[src/rtl/demux4_32_buf_if.sv]
// rtl/demux4_32_buf_if.sv - routed input stream and four buffered output ports
interface demux4_32_buf_if #(
    parameter int WIDTH = 32
);
    logic [WIDTH-1:0] in_data;
    logic [1:0]       in_sel;
    logic             in_valid;
    logic             in_ready;
    logic [WIDTH-1:0] out_data0;
    logic [WIDTH-1:0] out_data1;
    logic [WIDTH-1:0] out_data2;
    logic [WIDTH-1:0] out_data3;
    logic [3:0]       out_valid;
    logic [3:0]       out_ready;
    logic             busy;

    modport master (
        output in_data, in_sel, in_valid, out_ready,
        input  in_ready, out_data0, out_data1, out_data2, out_data3, out_valid, busy
    );

    modport slave (
        input  in_data, in_sel, in_valid, out_ready,
        output in_ready, out_data0, out_data1, out_data2, out_data3, out_valid, busy
    );
endinterface

[src/rtl/demux4_32_buf.sv]
// rtl/demux4_32_buf.sv - 1-to-4 demultiplexer with a 2-entry FIFO per output port
module demux4_32_buf #(
    parameter int WIDTH = 32,
    parameter int DEPTH = 2
) (
    input  logic                  clk,
    input  logic                  reset,
    demux4_32_buf_if.slave        bus
);
    localparam logic [1:0] FULL_CNT = 2'(DEPTH);

    logic [WIDTH-1:0] mem_q [4][2];
    logic [WIDTH-1:0] mem_d [4][2];
    logic [3:0]       wptr_q, wptr_d;
    logic [3:0]       rptr_q, rptr_d;
    logic [1:0]       cnt_q [4];
    logic [1:0]       cnt_d [4];
    logic             in_ready;

    // Fullness only; a pop in the same cycle never frees room for the push.
    assign in_ready = reset && (cnt_q[bus.in_sel] != FULL_CNT);

    always_comb begin
        mem_d  = mem_q;
        wptr_d = wptr_q;
        rptr_d = rptr_q;
        cnt_d  = cnt_q;
        for (int k = 0; k < 4; k++) begin
            logic push_k;
            logic pop_k;
            push_k = bus.in_valid && in_ready && (bus.in_sel == 2'(k));
            pop_k  = (cnt_q[k] != 2'd0) && bus.out_ready[k];
            if (push_k) begin
                mem_d[k][wptr_q[k]] = bus.in_data;
                wptr_d[k]           = ~wptr_q[k];
            end
            if (pop_k) begin
                rptr_d[k] = ~rptr_q[k];
            end
            cnt_d[k] = cnt_q[k] + {1'b0, push_k} - {1'b0, pop_k};
        end
    end

    always_ff @(posedge clk or negedge reset) begin
        if (!reset) begin
            wptr_q <= '0;
            rptr_q <= '0;
            for (int k = 0; k < 4; k++) begin
                cnt_q[k]    <= '0;
                mem_q[k][0] <= '0;
                mem_q[k][1] <= '0;
            end
        end else begin
            wptr_q <= wptr_d;
            rptr_q <= rptr_d;
            cnt_q  <= cnt_d;
            mem_q  <= mem_d;
        end
    end

    assign bus.in_ready  = in_ready;
    assign bus.out_valid = {cnt_q[3] != 2'd0, cnt_q[2] != 2'd0,
                            cnt_q[1] != 2'd0, cnt_q[0] != 2'd0};
    assign bus.busy      = |bus.out_valid;

    // Empty ports present zero rather than stale storage.
    assign bus.out_data0 = (cnt_q[0] != 2'd0) ? mem_q[0][rptr_q[0]] : '0;
    assign bus.out_data1 = (cnt_q[1] != 2'd0) ? mem_q[1][rptr_q[1]] : '0;
    assign bus.out_data2 = (cnt_q[2] != 2'd0) ? mem_q[2][rptr_q[2]] : '0;
    assign bus.out_data3 = (cnt_q[3] != 2'd0) ? mem_q[3][rptr_q[3]] : '0;
endmodule

[src/flat_wrapper.sv]
// flat-port wrapper written by rule: the top's interface ports become plain ports
module demux4_32_buf_flat 
#(
    parameter int WIDTH = 32,
    parameter int DEPTH = 2
)
  (clk, reset, bus_in_data, bus_in_sel, bus_in_valid, bus_out_ready, bus_in_ready, bus_out_data0, bus_out_data1, bus_out_data2, bus_out_data3, bus_out_valid, bus_busy);
  demux4_32_buf_if #(.WIDTH(WIDTH)) bus_i ();
  input  logic clk;
  input  logic reset;
  input wire logic [$bits(bus_i.in_data)-1:0] bus_in_data;
  input wire logic [$bits(bus_i.in_sel)-1:0] bus_in_sel;
  input wire logic [$bits(bus_i.in_valid)-1:0] bus_in_valid;
  input wire logic [$bits(bus_i.out_ready)-1:0] bus_out_ready;
  output wire logic [$bits(bus_i.in_ready)-1:0] bus_in_ready;
  output wire logic [$bits(bus_i.out_data0)-1:0] bus_out_data0;
  output wire logic [$bits(bus_i.out_data1)-1:0] bus_out_data1;
  output wire logic [$bits(bus_i.out_data2)-1:0] bus_out_data2;
  output wire logic [$bits(bus_i.out_data3)-1:0] bus_out_data3;
  output wire logic [$bits(bus_i.out_valid)-1:0] bus_out_valid;
  output wire logic [$bits(bus_i.busy)-1:0] bus_busy;
  assign bus_i.in_data = bus_in_data;
  assign bus_i.in_sel = bus_in_sel;
  assign bus_i.in_valid = bus_in_valid;
  assign bus_i.out_ready = bus_out_ready;
  assign bus_in_ready = bus_i.in_ready;
  assign bus_out_data0 = bus_i.out_data0;
  assign bus_out_data1 = bus_i.out_data1;
  assign bus_out_data2 = bus_i.out_data2;
  assign bus_out_data3 = bus_i.out_data3;
  assign bus_out_valid = bus_i.out_valid;
  assign bus_busy = bus_i.busy;
  demux4_32_buf #(.WIDTH(WIDTH), .DEPTH(DEPTH)) u_core (.clk(clk), .reset(reset), .bus(bus_i));
endmodule
[config.mk]
export PLATFORM = sky130hd
export DESIGN_NAME = demux4_32_buf_flat
export DESIGN_NICKNAME = d
export VERILOG_FILES = /design/src/rtl/demux4_32_buf_if.sv /design/src/rtl/demux4_32_buf.sv /design/src/flat_wrapper.sv
export SDC_FILE = /design/constraint.sdc
export NUM_CORES = 1
export LEC_CHECK = 0
export CAP_MARGIN = 20
export CORE_UTILIZATION = 55
export CTS_CLUSTER_SIZE = 10
export DETAILED_ROUTE_END_ITERATION = 6
export PLACE_DENSITY = 0.89
export SLEW_MARGIN = 0
export SYNTH_ARGS = -nofsm -noshare
export SYNTH_HDL_FRONTEND = slang
export SYNTH_SLANG_ARGS = --single-unit
[constraint.sdc]
create_clock -name clk -period 2.6 [get_ports clk]
set_input_delay 0.26 -clock clk [delete_from_list [all_inputs] [get_ports clk]]
set_output_delay 0.26 -clock clk [all_outputs]
set_load 0.02 [all_outputs]
[Word level (Yosys, flattened, before mapping)]
Index checks and enable logic that the tools add are counted.
Operators by class
  bitwise logic cells: 17
  order comparisons: 13
  $add $sub $neg: 8
  eq/ne operators: 4
  muxes and demuxes: 31
  reductions and logical operators: 20
Operator list (count)
  32-bit two-way mux: 20
  64-bit bitwise mux: 4
  32-bit demux with 1-bit select: 4
  2-bit >= comparator (second input constant): 8
  1-bit inverter with 2-bit output: 8
  1-bit logical AND: 14
  2-bit by 1-bit adder with 2-bit output: 4
  2-bit by 1-bit < comparator with 1-bit output (second input constant): 4
  1-bit inverter: 8
  2-bit nonzero test: 4
  2-bit by 1-bit subtractor with 2-bit output: 4
  2-bit binary-select mux with 2-bit select: 1
  2-bit == test (second input constant): 2
  2-bit two-way mux: 2
  4-bit OR reduction: 1
  3-bit >= comparator (second input constant): 1
  2-bit inverter with 3-bit output: 1
  2-bit by 1-bit == test with 1-bit output (second input constant): 1
  2-bit zero test: 1
  2-bit inequality test (second input constant): 1
Storage, ports and cells
  word-level logic and storage cells: 113
  register bits after elaboration: 272
  bits of input ports: 41
  output and inout bits: 134

[Logic depth before layout (Yosys ltp)]
Gate-level depths: netlist of the first run.
  depth after elaboration: 10
  mapped depth: 8
  gate-level depth less buffers: 8

[Least setup slack after synthesis of the first run]
OpenSTA, ideal clock, no wires.
  path kind: register -> register
  start point: reg u_core.cnt_q[4] (netlist name)
  end point: reg u_core.cnt_q[5] (netlist name)
  buffers on the path: 0
  cell stages (with the launch flop): 9
  period minus slack after synthesis: 1.908 ns
  slack: 0.692 ns
  setup time: 0.123 ns
  arrival time: 1.785 ns
  path through: dfrtp_1 nor2_1 inv_1 and2_1 ha_1 inv_1 ha_1 xnor2_1 xnor2_1
RTL lines
  start: declaration: line demux4_32_buf.sv:16  | logic [1:0] cnt_q [4];
  start signal: assignment: line demux4_32_buf.sv:56  | cnt_q <= cnt_d;

[Final worst setup path of the first run]
  start point: reg u_core.rptr_q[0]
  end point: out bus_out_data0[11]
On the way
  cells in the longest elaborated chain, start to end: 5
RTL lines
  start: declaration: line demux4_32_buf.sv:15  | logic [3:0] rptr_q, rptr_d;
  start signal: assignment: line demux4_32_buf.sv:55  | rptr_q <= rptr_d;
  1-bit inverter with 2-bit output (not written as such): line demux4_32_buf.sv:67  | assign bus.out_data0 = (cnt_q[0] != 2'd0) ? mem_q[0][rptr_q[0]] : '0;
  32-bit two-way mux (not written as such) (3 in series): line demux4_32_buf.sv:67
  32-bit two-way mux: line demux4_32_buf.sv:67
  end: declaration: line flat_wrapper.sv:16  | output wire logic [$bits(bus_i.out_data0)-1:0] bus_out_data0;
Every way passes these cells. The select of a mux whose other input is x is not followed.

==> metrics.log, run 1 <==
[metrics] Iter 0 DRT Violations: 429
[metrics] fraction of layout cells with a size suffix above 1: 0.3127
[metrics] Overflow after GRT: 0
[metrics] standard cell core area: ~22,000 um2
[metrics] power density over the cells: 1444 nW/um2
[metrics] initial core utilization: 0.5668
[metrics] Final HPWL DP: 19.28 mm
[metrics] pins over their slew limit: 0
[metrics] Final ANT Viol Nets: 0
[metrics] global-route wire length before repair: 47.81 mm
[metrics] final weighted congestion in routability-driven placement: 0.7817
[metrics] fmax: between 0.3 and 0.4 GHz
[metrics] Pre-Repair DR Iteration Count: 4
[metrics] met3 capacity usage during global routing: 0.03232
[metrics] initial antenna violation count: 0
[metrics] type of destination of the critical path: output port
[metrics] number of antenna diodes: 0
[metrics] Placed Cells: between 1,000 and 1,500
[metrics] met2 track demand over resource: 0.4465
[metrics] register area share after synthesis: 0.5436
[metrics] fin cells: 1,396
[metrics] worst clock skew: 16.79 ps
[metrics] kind of launch point of the worst setup path: flop
[metrics] TritonCTS Buffers: 31
[metrics] status: completed
[metrics] Total Die Area: 23,380 um2
[metrics] critical path start-end classification: reg2out
[metrics] Core Rows: 54
[metrics] die height: 152.9 um
[metrics] Syn Inst Count: 910
[metrics] count of vias placed by the detailed router: ~8,000
[metrics] share of the cycle needed by the critical path after routing: 0.9815
[metrics] Rel. slew slack: 0.3497
[metrics] detailed-route wire length per cell: 21.66 um
[metrics] number of input and output port buffers inserted: ~170
[metrics] maximum buffer depth of the clock tree: 3
[metrics] setup repair after global routing missed its margin: no
[metrics] clock root buffer master: sky130_fd_sc_hd__clkbuf_16
[metrics] number of fill cells in the layout: 1,417
[metrics] Max Fanout on Critical Path: 13
[metrics] max-cap viol count: 0
[metrics] unique cell type count in the Yosys netlist: 32
[metrics] Area growth, synth to finish: 25.93%
[metrics] worst IR drop on VDD: around 950 uV
[metrics] clock transition time at the flip-flop clock pins of the worst setup and hold paths: 50 ps
[metrics] die width: ~150 um
[metrics] maximum number of pins on one net before global-route repair: 145
[metrics] # IOs: 175
[metrics] final critical delay including setup and external delays: approximately 2600 ps
[metrics] mean instance size in the synthesized netlist: 13.76 um2
[metrics] busiest metal layer after global routing: met2
[metrics] Final Hold Fails: 0
[metrics] number of DRC violations after detailed routing: 0
[metrics] depth of the CTS H-tree: 1
[metrics] number of vias per cell after detailed routing: 5.703
[metrics] multi-input combinational cell area: 5440 um2
[metrics] Area after DPL: 14,790 um2
[metrics] total of endpoints with negative setup slack in the final report: 0
[metrics] post-synth design cell area: roughly 13,000 um2
[metrics] area taken by flip-flops and latches: 6819 um2
[metrics] number of global-route vias before repair: 8,434
[metrics] clock sinks: 272
[metrics] leakage power of the design: 0.007516 uW
[metrics] clock insertion delay at the later pin of the skew report: 540 ps
[metrics] synthesized flop and latch total: 272
[metrics] count of yosys warnings during synthesis: 0
[metrics] CTS tree: built
[metrics] Detailed Route WL: 30.24 mm
[metrics] critical path arrival: 2290 ps
[metrics] setup_tns: 0 ps
[metrics] post-layout net count: 1,159
[metrics] power after layout: 22,760 uW
[metrics] met1 Use GR: 0.3616
[metrics] endpoint required time on the critical path: 2340 ps
[metrics] Post-Layout Inst Area: 15,770 um2
[metrics] total routing resource utilization after global routing: 0.2634
[metrics] hold crit path type: in2async
[metrics] synthesized net count: roughly 960
[metrics] Worst-Margin Slew: 975.4 ps
[cell families (layout without fill, tap and decap cells)]
| family | Yosys count | after routing | synth area share |
|---|---|---|---|
| flops | 272 | 272 | 0.5436 |
| compound gates | 2 | 2 | 0.001299 |
| buf+inv | 67 | 273 | 0.02758 |
| fa+ha+maj | 8 | 8 | 0.007994 |
| xor+xnor | 16 | 16 | 0.01119 |
| mux | 385 | 385 | 0.3513 |
| simple gates | 160 | 160 | 0.05705 |
[stage by stage]
stage	setup slack [ps]	util	hold WS, ps
2_1_floorplan	691.8	-	-35.59
5_1_grt	0.8959	0.7137	492.0
6_report	48.03	0.7137	430.3
3_3_place_gp	258.6	0.6694	441.7
3_5_place_dp	227.6	0.6694	442.9
4_1_cts	6.499	0.7113	454.4
[critical path, cell delays in order, from the launching register on]
cell,delay [ps]
sky130_fd_sc_hd__dfrtp_4,610
sky130_fd_sc_hd__buf_12,210
sky130_fd_sc_hd__mux2i_1,120
sky130_fd_sc_hd__nor2_1,170
sky130_fd_sc_hd__clkdlybuf4s50_1,640
[layout make-up]
class	instances	share of cell area
Clock buffer	39	0.05237
Multi-Input combinational cell	571	0.3450
Timing Repair Buffer	222	0.1451
Tap cell	280	0.02222
Inverter	12	0.002856
Sequential cell	272	0.4324
[metal layers]
layer	vias to the layer above	wire, um
met5	-	0
met4	0	500
met3	43	1251
met2	223	15030
met1	4159	13460
li1	3536	-
[sequential cells by signal, indices dropped and copies added (netlist names)]
name,cells
u_core.mem_q,256
u_core.rptr_q,4
u_core.cnt_q,8
u_core.wptr_q,4
[cells in the mapped netlist]
cell type	instances	area, um2
sky130_fd_sc_hd__nor2_1	132	495.5
sky130_fd_sc_hd__a31oi_1	1	6.260
sky130_fd_sc_hd__and4bb_2	1	12.51
sky130_fd_sc_hd__buf_4	3	22.52
sky130_fd_sc_hd__xor2_1	8	70.07
sky130_fd_sc_hd__nor4bb_1	1	10.01
sky130_fd_sc_hd__mux2_1	7	78.83
sky130_fd_sc_hd__dfrtp_1	272	6807
sky130_fd_sc_hd__nand4_1	1	6.260
sky130_fd_sc_hd__buf_6	6	67.56
sky130_fd_sc_hd__clkbuf_1	16	60.06
sky130_fd_sc_hd__inv_1	12	45.04
sky130_fd_sc_hd__nor3_2	1	10.01
sky130_fd_sc_hd__mux2_4	60	900.9
sky130_fd_sc_hd__nand2b_4	1	13.76
sky130_fd_sc_hd__mux2i_1	129	1291
sky130_fd_sc_hd__xnor2_1	8	70.07
sky130_fd_sc_hd__mux2_2	189	2128
sky130_fd_sc_hd__nor3b_1	1	7.510
sky130_fd_sc_hd__and2_1	4	25.02
sky130_fd_sc_hd__buf_2	30	150.1
sky130_fd_sc_hd__nor4b_2	2	30.03
sky130_fd_sc_hd__ha_1	8	100.1
sky130_fd_sc_hd__nand3b_1	1	7.510
sky130_fd_sc_hd__nand2_1	2	7.510
sky130_fd_sc_hd__nor3b_2	1	12.51
sky130_fd_sc_hd__nor3_1	3	15.01
sky130_fd_sc_hd__nor2b_1	5	31.28
sky130_fd_sc_hd__o211a_1	1	10.01
sky130_fd_sc_hd__or4_1	2	15.01
sky130_fd_sc_hd__nand3_2	1	10.01
sky130_fd_sc_hd__nand3_1	1	5.000
[repair_timing]
item	in CTS	in global routing
hold endpoints to repair	194	0
hold buffers	1	0
pin swaps	2	2
gates resized for setup	7	3
setup buffers	8	6
setup endpoints to repair	48	14
gates cloned	0	0
[cells in the final DEF, fill, tap and decap left out, types with 6 or more instances in the layout]
cell type and count:
sky130_fd_sc_hd__inv_1 12, sky130_fd_sc_hd__dfrtp_1 268, sky130_fd_sc_hd__buf_4 33, sky130_fd_sc_hd__xor2_1 8, sky130_fd_sc_hd__ha_1 8, sky130_fd_sc_hd__mux2_4 60, sky130_fd_sc_hd__mux2_2 189, sky130_fd_sc_hd__clkbuf_16 31
sky130_fd_sc_hd__buf_12 14, sky130_fd_sc_hd__clkbuf_1 6, sky130_fd_sc_hd__clkdlybuf4s50_1 167, sky130_fd_sc_hd__mux2_1 7, sky130_fd_sc_hd__nor2_1 128, sky130_fd_sc_hd__xnor2_1 8, sky130_fd_sc_hd__mux2i_1 129
[power by group]
group / leakage [uW] / internal, uW / switching (uW)
Combinational: 0.00375 / 5890 / 5470
Clock: 0.000403 / 2170 / 1560
Sequential: 0.00337 / 6300 / 1370
Total: 0.00752 / 14400 / 8400
[final timing paths]
kind / startpoint / endpoint / slack (ps) / cells after the start
min in group clk: bus_out_ready[2] / u_core.rptr_q[2] / 460 / 3
hold / removal: reset / u_core.wptr_q[1] / 430 / 3
setup / recovery: u_core.rptr_q[0] / bus_out_data0[11] / 50 / 4
max in group asynchronous: reset / u_core.rptr_q[2] / 630 / 4
hold reg to reg: u_core.mem_q[63] / u_core.mem_q[63] / 490 / 1
setup reg to reg: u_core.cnt_q[3] / u_core.mem_q[108] / 540 / 4
(Power assumes the default switching activity.)
==> run 2: changes to the inputs <==
Settings changed: ABC_AREA set to 1, CELL_PAD_IN_SITES_DETAIL_PLACEMENT set to 1, CELL_PAD_IN_SITES_GLOBAL_PLACEMENT set to 1, CORE_UTILIZATION 55 to 45, CTS_CLUSTER_SIZE 10 to 30, PLACE_DENSITY 0.89 to 0.94.
==> run 2 against run 1 <==
  * Sequential share of layout area shrank 4.6 points
  * Highest routed layer unchanged
  * Synthesized cell count grew 100%
  * Non-clock buffer count shrank 13
  * Clock power grew 16%
  * Largest power group unchanged
  * Wire length grew 66%
  * Combinational power grew 27%
  * Synthesized area grew 17%
  * Via count grew 70%
==> metrics.log, run 2 <==
[metrics] power density over the cells: roughly 1500 nW/um2
[metrics] count of yosys warnings during synthesis: 0
[metrics] post-layout net count: just under 2,000
[metrics] Crit. Startpoint: u_core.cnt_q[1]
[metrics] share of Yosys cell area claimed by the top area cell type: 0.4643
[metrics] Final Hold Fails: 0
[metrics] Final HPWL DP: approximately 29 mm
[metrics] met3 routed wirelength: 3.040 mm
[metrics] Syn Inst Count: between 1,500 and 2,000
[metrics] Net Switching: between 10,000 and 15,000 uW
[metrics] RR Startpoint: u_core.cnt_q[3]
[metrics] Area growth, synth to finish: 20.33%
[metrics] Final ANT Viol Nets: 0
[metrics] mean instance size in the synthesized netlist: roughly 8.0 um2
[metrics] most common library cell in the layout ignoring fill and taps: sky130_fd_sc_hd__inv_1
[metrics] Pre-Repair DR Iteration Count: 5
[metrics] final worst slack: approximately 42 ps
[metrics] CTS tree: built
[metrics] clock sinks: 272
[metrics] switching share of total power: 0.4574
[metrics] register area share after synthesis: 0.4643
[metrics] clock transition time at the flip-flop clock pins of the worst setup and hold paths: roughly 60 ps
[metrics] Rel. slew slack: 0.4920
[metrics] # IOs: 175
[metrics] share of the cycle needed by the critical path after routing: 0.9838
[metrics] Detailed Route WL: 50.10 mm
[metrics] global-route wire length before repair: 78.05 mm
[metrics] largest reg by FF count: u_core.mem_q
[metrics] total of endpoints with negative setup slack in the final report: 0
[metrics] critical path start-end classification: reg2out
[metrics] most common flop cell mapped by yosys: sky130_fd_sc_hd__dfrtp_1
[metrics] dominant cell by count in the synthesized netlist: sky130_fd_sc_hd__inv_1
[metrics] Clk pwr share: 0.164
[metrics] number of input and output port buffers inserted: roughly 170
[metrics] WL met1: 20.78 mm
[metrics] final weighted congestion in routability-driven placement: 0.8045
[metrics] initial core utilization: 0.4610
[metrics] status: completed
[metrics] detailed-route wire length per cell: 21.38 um
[metrics] Synth top cells by count: 281 x sky130_fd_sc_hd__inv_1, 272 x sky130_fd_sc_hd__dfrtp_1, 269 x sky130_fd_sc_hd__nand2_1
[metrics] die width: 182.5 um
[metrics] max FFs per register: approximately 260
[metrics] die height: around 180 um
[metrics] number of DRC violations after detailed routing: 0
[metrics] max-cap viol count: 0
[metrics] library cell with the largest summed area after synthesis: sky130_fd_sc_hd__dfrtp_1
[metrics] synthesized net count: 1,876
[metrics] total routing resource utilization after global routing: 0.3009
[metrics] sequential share of power: 0.285
[metrics] number of enable flip-flop cells after synthesis: 0
[metrics] synthesized flop and latch total: between 200 and 300
[metrics] top library cells by usage in the layout, fill and taps aside: 277 x sky130_fd_sc_hd__inv_1, 269 x sky130_fd_sc_hd__nand2_1, 264 x sky130_fd_sc_hd__dfrtp_1
[metrics] largest registers ranked by flip-flop count: u_core.mem_q: 256 flops, u_core.cnt_q: 8 flops
[metrics] maximum number of pins on one net before global-route repair: roughly 130
[metrics] biggest area contributors in the synthesized netlist: sky130_fd_sc_hd__dfrtp_1 46%, sky130_fd_sc_hd__o21bai_1 13%, sky130_fd_sc_hd__nand3_1 8.8%, sky130_fd_sc_hd__inv_1 7.2%, sky130_fd_sc_hd__nand2_1 6.9%
[metrics] TritonCTS Buffers: 31
[metrics] post-synth design cell area: 14,660 um2
[metrics] leakage power of the design: around 0.009 uW
[metrics] clock root buffer master: sky130_fd_sc_hd__clkbuf_16
[metrics] fmax: between 0.3 and 0.4 GHz
[metrics] path depth of the worst reg2reg path: 10
[metrics] setup_tns: 0 ps
[metrics] clock insertion delay at the later pin of the skew report: 570 ps
[metrics] worst clock skew: 26.09 ps
[metrics] number of global-route vias before repair: 13,740
[metrics] initial antenna violation count: 0
[metrics] setup repair after global routing missed its margin: no
[metrics] number of vias per cell after detailed routing: 5.769
[metrics] standard cell core area: 31,800 um2
[metrics] critical path arrival: 2300 ps
[metrics] unique cell type count in the Yosys netlist: 22
[metrics] number of antenna diodes: 0
[metrics] share of total power in combinational logic: 0.550
[metrics] Iter 0 DRT Violations: 1,173
[metrics] type of destination of the critical path: output port
[metrics] count of vias placed by the detailed router: around 14,000
[metrics] hold crit path type: in2async
[metrics] top routing layer in use: met4
[metrics] pins over their slew limit: 0
[metrics] Worst-Margin Slew: 759.6 ps
[metrics] depth of the CTS H-tree: 1
[metrics] Core Rows: 65
[metrics] post-placement setup slack: 231.8 ps
[metrics] final critical delay including setup and external delays: 2558 ps
[metrics] Total Die Area: 33,300 um2
[metrics] worst IR drop on VDD: roughly 850 uV
[metrics] Int Power: 14,250 uW
[metrics] endpoint required time on the critical path: 2340 ps
[metrics] Overflow after GRT: 0
[metrics] kind of launch point of the worst setup path: flop
[metrics] length of routed met2 wiring: 23.71 mm
[metrics] maximum buffer depth of the clock tree: 3
[metrics] fraction of registers with async set/reset: 1.000
[metrics] fraction of layout cells with a size suffix above 1: 0.05608
[metrics] Max Fanout on Critical Path: 33
run 2: changes by cell type in the layout (fill, tap and decap cells not counted), sizes merged, moves of 13 or more:
| cell | before | now |
|---|---|---|
| buf | 48 | 35 |
| dlygate4sd2 | 3 | 75 |
| nor2 | 132 | 16 |
| a21oi | 0 | 128 |
| mux2i | 129 | 0 |
| dlymetal6s2s | 3 | 53 |
| nand3 | 2 | 260 |
| o21bai | 0 | 256 |
| o21ai | 0 | 128 |
| nand2 | 2 | 270 |
| clkdlybuf4s50 | 167 | 45 |
| mux2 | 256 | 0 |
| inv | 12 | 283 |
run 2: repair_timing:
item	4_1_cts	5_1_grt
hold buffers	1	0
endpoints found under the hold margin	54	0
pin swaps	0	0
gates resized for setup	79	54
endpoints found under the setup margin	90	54
setup buffers	1	0
run 2: per-layer routing:
metal | global-route usage | vias up
li1 | - | 5986
met2 | 0.4852 | 497
met1 | 0.3996 | 6908
met4 | 0.1418 | 0
met3 | 0.04370 | 125
met5 | 0 | -
run 2: worst paths after layout:
kind                                      to  slack (ps)
max                         bus_out_data3[3]          40
min                          u_core.cnt_q[0]         120
max reg2reg                u_core.mem_q[160]         690
min reg2reg                 u_core.rptr_q[0]         520
max in group asynchronous   u_core.rptr_q[1]        1440
min in group clk            u_core.rptr_q[2]         450
run 2: power by group through the flow:
stage                     sequential [uW]  clock (uW)  combinational (uW)
after global placement               7330           0               14500
after CTS                            7450        4350               14600
after floorplan                      7050           0                9030
final                                7490        4320               14500
after global routing                 7680        4520               15700
after detailed placement             7500           0               15100
run 2: logic make-up after synthesis:
family / count (synthesis) / synth area share
and+or+nand+nor: 551 / 0.1662
AOI/OAI and AO/OA: 513 / 0.2190
buffers and inverters: 467 / 0.1342
DFF: 272 / 0.4643
xor gates and xnor gates: 16 / 0.009559
adders and majority gates: 8 / 0.006828
run 2: worst max-delay path, cell delays in order, from the launching register on:
cell and delay [ps]:
sky130_fd_sc_hd__dfrtp_1 430, sky130_fd_sc_hd__nor2_1 110, sky130_fd_sc_hd__inv_1 110, sky130_fd_sc_hd__buf_12 190
sky130_fd_sc_hd__o21ai_0 210, sky130_fd_sc_hd__a21oi_2 290, sky130_fd_sc_hd__dlygate4sd2_1 390
run 2: layout make-up:
cell class	count	area (um2)
Fill cell	3776	14160
Sequential cell	272	6819
Multi-Input combinational cell	1088	5918
Timing Repair Buffer	209	2305
Inverter	282	1059
Clock buffer	48	919.6
Tap cell	435	544.3
Clock inverter	9	76.32
run 2: through the flow:
| step | instances | cell area [um2] | power [uW] | hold WS (ps) | utilization |
|---|---|---|---|---|---|
| global route | 2343 | 17640 | 27890 | 119.1 | 0.5548 |
| CTS | 2343 | 17510 | 26450 | 110.6 | 0.5505 |
| global placement | 2284 | 16570 | 21850 | 109.8 | 0.5211 |
| finish | 2343 | 17640 | 26270 | 120.2 | 0.5548 |
| detailed placement | 2284 | 16570 | 22560 | 112.4 | 0.5211 |
| floorplan | 1827 | 14660 | 16080 | -35.59 | - |
